`src/rtl/spike_motor_decoder.sv`:
```
// rtl/spike_motor_decoder.sv - spike-count window decoder to motor duty command and PWM
// Counts excitatory spikes per window, scales to duty, offers it over valid/ready and drives PWM.
module spike_motor_decoder #(
  parameter int CNT_W        = 10,
  parameter int WINDOW_TICKS = 20,
  parameter int GAIN         = 4,
  parameter int PWM_W        = 8
) (
  input  logic             clk,
  input  logic             rst,
  input  logic             en,
  input  logic             tick,
  input  logic             spike_l,
  input  logic             spike_r,
  output logic             cmd_valid,
  input  logic             cmd_ready,
  output logic [PWM_W-1:0] cmd_left,
  output logic [PWM_W-1:0] cmd_right,
  output logic             overrun,
  output logic             pwm_l,
  output logic             pwm_r
);

  localparam int WIN_W = (WINDOW_TICKS > 1) ? $clog2(WINDOW_TICKS) : 1;
  localparam int PRD_W = CNT_W + 4;
  localparam logic [WIN_W-1:0] WIN_LAST = WIN_W'(WINDOW_TICKS - 1);
  localparam logic [PRD_W-1:0] DUTY_MAX = PRD_W'((1 << PWM_W) - 1);

  typedef enum logic [1:0] {S_COUNT, S_SCALE, S_HOLD} state_t;

  state_t           state, state_nx;
  logic             spike_l_q, spike_r_q;
  logic             edge_l, edge_r, win_end, load_cmd;
  logic [WIN_W-1:0] win_cnt;
  logic [CNT_W-1:0] cnt_l, cnt_r, snap_l, snap_r;
  logic [PRD_W-1:0] prod_l, prod_r;
  logic [PWM_W-1:0] duty_l, duty_r;
  logic [PWM_W-1:0] pwm_cnt, pwm_nxt, act_l, act_r;

  assign edge_l  = en & spike_l & ~spike_l_q;
  assign edge_r  = en & spike_r & ~spike_r_q;
  assign win_end = tick & en & (win_cnt == WIN_LAST);

  always_ff @(posedge clk or negedge rst) begin
    if (!rst) begin
      spike_l_q <= 1'b0;
      spike_r_q <= 1'b0;
      win_cnt   <= '0;
      cnt_l     <= '0;
      cnt_r     <= '0;
      snap_l    <= '0;
      snap_r    <= '0;
    end else begin
      spike_l_q <= spike_l;
      spike_r_q <= spike_r;
      if (tick && en) win_cnt <= win_end ? '0 : win_cnt + 1'b1;
      // An edge coinciding with the window end opens the next window's count.
      if (win_end) begin
        snap_l <= cnt_l;
        snap_r <= cnt_r;
        cnt_l  <= CNT_W'(edge_l);
        cnt_r  <= CNT_W'(edge_r);
      end else begin
        if (edge_l && cnt_l != '1) cnt_l <= cnt_l + 1'b1;
        if (edge_r && cnt_r != '1) cnt_r <= cnt_r + 1'b1;
      end
    end
  end

  assign prod_l = PRD_W'(snap_l) * PRD_W'(GAIN);
  assign prod_r = PRD_W'(snap_r) * PRD_W'(GAIN);
  assign duty_l = (prod_l > DUTY_MAX) ? '1 : prod_l[PWM_W-1:0];
  assign duty_r = (prod_r > DUTY_MAX) ? '1 : prod_r[PWM_W-1:0];

  always_ff @(posedge clk or negedge rst) begin
    if (!rst) state <= S_COUNT;
    else      state <= state_nx;
  end

  always_comb begin
    state_nx = state;
    case (state)
      S_COUNT: if (win_end) state_nx = S_SCALE;
      S_SCALE: state_nx = S_HOLD;
      S_HOLD: begin
        if (win_end)        state_nx = S_SCALE;
        else if (cmd_ready) state_nx = S_COUNT;
      end
      default: state_nx = S_COUNT;
    endcase
  end

  always_comb begin
    cmd_valid = (state == S_HOLD);
    load_cmd  = (state == S_SCALE);
  end

  always_ff @(posedge clk or negedge rst) begin
    if (!rst) begin
      cmd_left  <= '0;
      cmd_right <= '0;
      overrun   <= 1'b0;
    end else begin
      if (load_cmd) begin
        cmd_left  <= duty_l;
        cmd_right <= duty_r;
      end
      if (state == S_HOLD && win_end && !cmd_ready) overrun <= 1'b1;
    end
  end

  // Outputs are registered against the next counter value so pwm_x tracks (counter < active duty).
  assign pwm_nxt = pwm_cnt + 1'b1;

  always_ff @(posedge clk or negedge rst) begin
    if (!rst) begin
      pwm_cnt <= '0;
      act_l   <= '0;
      act_r   <= '0;
      pwm_l   <= 1'b0;
      pwm_r   <= 1'b0;
    end else if (en) begin
      pwm_cnt <= pwm_nxt;
      if (pwm_nxt == '0) begin
        act_l <= cmd_left;
        act_r <= cmd_right;
        pwm_l <= (cmd_left != '0);
        pwm_r <= (cmd_right != '0);
      end else begin
        pwm_l <= (pwm_nxt < act_l);
        pwm_r <= (pwm_nxt < act_r);
      end
    end
  end

endmodule

```
`config.mk`:
```
export PLATFORM = sky130hd
export DESIGN_NAME = spike_motor_decoder
export DESIGN_NICKNAME = d
export VERILOG_FILES = /design/src/rtl/spike_motor_decoder.sv
export SDC_FILE = /design/constraint.sdc
export NUM_CORES = 1
export LEC_CHECK = 0
export ABC_AREA = 1
export CORE_ASPECT_RATIO = 0.7
export CORE_UTILIZATION = 45
export CTS_CLUSTER_DIAMETER = 60
export DETAILED_ROUTE_END_ITERATION = 8
export HOLD_SLACK_MARGIN = 0.08
export PLACE_DENSITY = 0.69
export SYNTH_ARGS = -nofsm -noshare
export SYNTH_HDL_FRONTEND = slang
export SYNTH_SLANG_ARGS = --single-unit
```
`constraint.sdc`:
```
create_clock -name clk -period 2.2 [get_ports clk]
set_input_delay 0.33 -clock clk [delete_from_list [all_inputs] [get_ports clk]]
set_output_delay 0.33 -clock clk [all_outputs]
set_load 0.03 [all_outputs]
```
# Word-level counts from Yosys, hierarchy flattened
# Cells that the tools add are included.
# word_totals
ff_bits	92
latchBits	0
mem_bits_rw	0
mem_bits_ro	0
input_bits	7
memories	0
# classes
add_sub_neg	4
mul	0
div_mod_pow	0
order_cmp	4
eq_ne	7
shifts	0
muxes	13
bitwise	8
n_reduce_logical	14
# ops
cell	count
two-way mux 10 bit	4
greater-than comparator 12 x 8 -> 1 bit, second input constant	2
adder 10 x 1 -> 10 bit, second input constant	2
inequality test 10 bit, second input constant	2
less-than comparator 8 bit	2
two-way mux 8 bit	2
nonzero test 8 bit	2
adder 8 x 1 -> 8 bit, second input constant	1
zero test 8 bit	1
bitwise AND 1 bit	6
two-way mux 2 bit	3
case mux 2 bit (3 select lines)	1
adder 5 x 1 -> 5 bit, second input constant	1
equality test 5 bit, second input constant	1
logical AND 1 bit	5
two-way mux 5 bit	1
AND reduction 2 bit	2
nonzero test 2 bit	2
inequality test 3 x 1 -> 1 bit, second input constant	1
equality test 2 x 1 -> 1 bit, second input constant	1
equality test 2 bit, second input constant	1
zero test 2 bit	1
two-way mux 1 bit	2
inequality test 2 bit, second input constant	1
other kinds (2)	3

# Depth between registers and ports, before layout
# logic_depth
word_depth	5
ltp_mapped	13
depth_no_buf	12

# Worst setup path before layout
# Ideal clock, no wire load.
# synth_timing
kind	register to register
from	reg pwm_cnt[0]
to	reg pwm_r
arrival_ps	1699
setup_slack_ps	424
stages_incl_launch_ff	13
synth_period_minus_slack_ps	1776
path_cell_list	dfrtp_1 > ha_1 > nand2_1 > inv_1 > nor2_1 > ha_1 > nand2_1 > o21ai_0 > nand2_1 > nand3_1 > nand2_1 > nand2_1 > a21oi_1
# synth_between
elab_chain_len	3
elab_cells_between_ends	4
# synth_rtl
element	line_no	source
start: declaration	38	logic [PWM_W-1:0] pwm_cnt, pwm_nxt, act_l, act_r;
start signal: assignment	123	pwm_cnt <= pwm_nxt;
adder 8 x 1 -> 8 bit (*)	113	assign pwm_nxt = pwm_cnt + 1'b1;
named net pwm_nxt[2]	38	
less-than comparator 8 bit or zero test 8 bit (tied branches)	131, 124	
two-way mux 1 bit (*)	124	if (pwm_nxt == '0) begin
end signal: assignment	128	pwm_r <= (cmd_right != '0);
end signal: assignment	131	pwm_r <= (pwm_nxt < act_r);
end: declaration	21	output logic pwm_r
# Mark *: on every way through the listed nets, which the timed path passes. The rest lies on a longest branch.
# A chain may end at the register's enable or synchronous reset.

# Worst setup path after layout
# layout_timing
from	reg pwm_cnt[0]
to	reg pwm_l
# layout_between
elab_chain_len	3
elab_cells_between_ends	4
# layout_rtl
element	line_no	source
adder 8 x 1 -> 8 bit (*)	113	
named net pwm_nxt[2]	38	
less-than comparator 8 bit or zero test 8 bit (tied branches)	130, 124	
two-way mux 1 bit (*)	124	
end signal: assignment	127	pwm_l <= (cmd_left != '0);
end signal: assignment	130	pwm_l <= (pwm_nxt < act_l);
end: declaration	20	output logic pwm_l,
# Marked as above.

==> out/metrics.cfg <==
[timing]
fmax_ghz=0.508
finalCriticalPeriod_ps=1970
post-route-period-util_pct=89.5
slew_headroom_pct=22.2
maxSlewViolCount=0
worst_pin_slew_ps=1150
finalHoldViolCount=0
finalSetupTns_ps=0
fin_worst_skew_ps=5.18
setup_ws_ps=231
rsz0062_at_grt=false
finalSetupViolations=0

[worst_setup_path]
crit_type=flip-flop to flip-flop
end_kind=flip-flop
path_max_fanout=6
crit_required_ps=2460
startpoint_type=flip-flop
arrival_ps=2230

[placement]
dpl.hpwl_um=6870
dpl_worst_slack_ps=77.8
place_area_mm2=0.00484
placedCellCount=681
port_buffers=26
gp_congestion=0.850

[synth]
seq_area_frac_synth_pct=49.7
yosysUniqueCellTypes=33
synth_area_mm2=0.00443
synth_ff_type=dfrtp_1
synth.avg_cell_area_um2=8.25
synth_edf_count=0
ys_ff_latch=88
syn_nets=558
netlist_instances=537
yosys_warnings=0
synthArstFlopShare_pct=100

[finish]
final-seq-area_mm2=0.00220
final_cell_mix=nand2_1, dfrtp_1, inv_1, o21ai_0, nor2_1
multi_input_area_mm2=0.00184
drive_gt1_share_pct=12.4
num_antenna_cells=0
fillers=869
final_cell_area_mm2=0.00516
num-nets-final=590
areaGrowthSynthToFinish_pct=16.4
final_cells=698
final_common_cell=nand2_1
fin_util_pct=55.5

[routing]
firstDrtPassIters=4
drt-total-wl_um=9400
drt_iter0_drc=242
post_drt_wl_per_cell_um=13.5
vias_per_cell=5.07
via_count=3537
postRouteAntennaNets=0
route.detailed.drc=0

[global_routing]
grtUsageTotal_pct=20.6
grt-ovfl-total=0
grt_pass1_wl_um=16400
grt_pass1_vias=3355
grt_max_degree=63
antenna_found_initial=0

[cts]
cts_buffer_depth=2
cts_buffers=9
htree_levels=3
clock_latency_ps=340
cts-root-buf=clkbuf_16
cts.clk_slew.worst_paths_ps=60
tritoncts=built
cts_sinks=88

[outcome]
status=completed

[flow_run]
drv_cap=0

[min_path]
hold_class=input pin to asynchronous set/reset pin

[floorplan]
num_rows=29
dieArea_mm2=0.0103
die_h_um=85.0
core_mm2=0.00929
die_w_um=121
io_pins=27
start_util_pct=47.7

[power_and_ir_drop]
ir_drop_mv=0.657
powerDensity_mw_per_mm2=1330
power_frac_clock_pct=22.3
power.internal_mw=4.10
combPwrFrac_pct=38.4
p_sw_share_pct=40.0
p_sw_mw=2.74
p_leak_nw=2.55
seqPwrFrac_pct=39.3

[synthesized netlist by cell type, types with 2 or more instances]
cell      number  area (µm²)
o31ai_1        2        15.0
nand4_1        7        43.8
o41ai_1        2        17.5
nand3_1       23         115
inv_1         76         285
nand2_1      137         514
dfrtp_1       88        2200
clkbuf_1       8        30.0
buf_6          2        22.5
o21ai_0       37         185
nor2_2         2        12.5
nand2_2       13        81.3
buf_2          3        15.0
ha_1          14         175
nand3_2        2        20.0
nor3_1         5        25.0
nor2_4         3        33.8
o21ai_1       21         105
buf_4          2        15.0
nor4_1         4        25.0
xor2_1         5        43.8
a21oi_1       20         100
o21ai_2       14         123
nor2_1        33         124
inv_2          5        18.8
o211ai_1       2        15.0
[kinds of logic (layout without fill, tap and decap cells)]
logic type	Yosys count	after routing	synth area share (%)
AO/OA/AOI/OAI	101	101	13.1
XOR/XNOR	6	6	1.19
adder cells (fa/ha/maj)	14	14	3.95
buffers and inverters	97	134	8.84
flip-flops	88	88	49.7
AND/OR/NAND/NOR	231	231	23.2
[through the flow]
stage	hold slack, ps	power, mW
after floorplan	34.4	4.45
after global placement	267	5.19
after detailed placement	267	5.32
after CTS	455	6.88
after global routing	481	7.39
final	449	6.84
[power by group through the flow]
stage | Clock [mW] | Sequential [mW] | Combinational [mW]
2_1_floorplan | 0 | 2.83 | 1.62
3_3_place_gp | 0 | 2.68 | 2.51
3_5_place_dp | 0 | 2.71 | 2.61
4_1_cts | 1.56 | 2.68 | 2.64
5_1_grt | 1.63 | 2.78 | 2.99
6_report | 1.52 | 2.69 | 2.63
[worst paths after layout]
check	from	endpoint	slack (ps)	cells after the start
worst max-delay path	pwm_cnt[0]	pwm_l	230	12
worst min-delay path	rst	snap_r[9]	450	2
worst max register to register	pwm_cnt[0]	pwm_l	230	12
worst min register to register	state[0]	state[0]	460	1
max in group asynchronous	rst	cmd_left[1]	1110	3
min in group clk	state[0]	state[0]	460	1
[per-layer routing]
| layer | wire length [µm] | up-vias | share of wire (%) | track usage [%] |
|---|---|---|---|---|
| met5 | 0 | - | 0 | 0 |
| met4 | 85 | 0 | 0.90 | 5.16 |
| met3 | 437 | 9 | 4.6 | 5.04 |
| met2 | 4150 | 78 | 44 | 31.5 |
| met1 | 4730 | 1664 | 50 | 29.5 |
| li1 | - | 1786 | - | - |
[area by class of cell]
class,instances,area share [%]
inverters,81,5.90
flip-flops and latches,88,42.7
repair buffers,37,6.89
clock inverters,6,1.14
well taps,124,3.01
clock buffers,10,4.63
multi-input cells,352,35.7
[critical path, stage by stage, from the launching register on]
cell and delay (ps):
dfrtp_2 450, ha_1 250, nand2_2 120, inv_1 70, nor2_2 150, ha_1 260
nand2_1 50, o21ai_0 100, nand2_1 70, nand3_1 60, nand2_1 80, nand2_1 60
a21oi_1 150
[state kept, by name (all words and copies together) (netlist names)]
| register | count |
|---|---|
| act_l | 7 |
| spike_l_q | 1 |
| overrun | 1 |
| cnt_l | 10 |
| cmd_left | 7 |
| snap_l | 10 |
| spike_r_q | 1 |
| pwm_l | 1 |
| win_cnt | 5 |
| cnt_r | 10 |
| snap_r | 10 |
| act_r | 7 |
| pwm_r | 1 |
| cmd_right | 7 |
| pwm_cnt | 8 |
| state | 2 |
[repair_timing]
item / 4_1_cts / 5_1_grt
hold buffers: 1 / 0
buffers inserted: 0 / 0
setup endpoints to repair: 0 / 4
hold endpoints to repair: 26 / 0
resized for setup: 0 / 3
No activity file was read; power rests on OpenSTA's default activity.
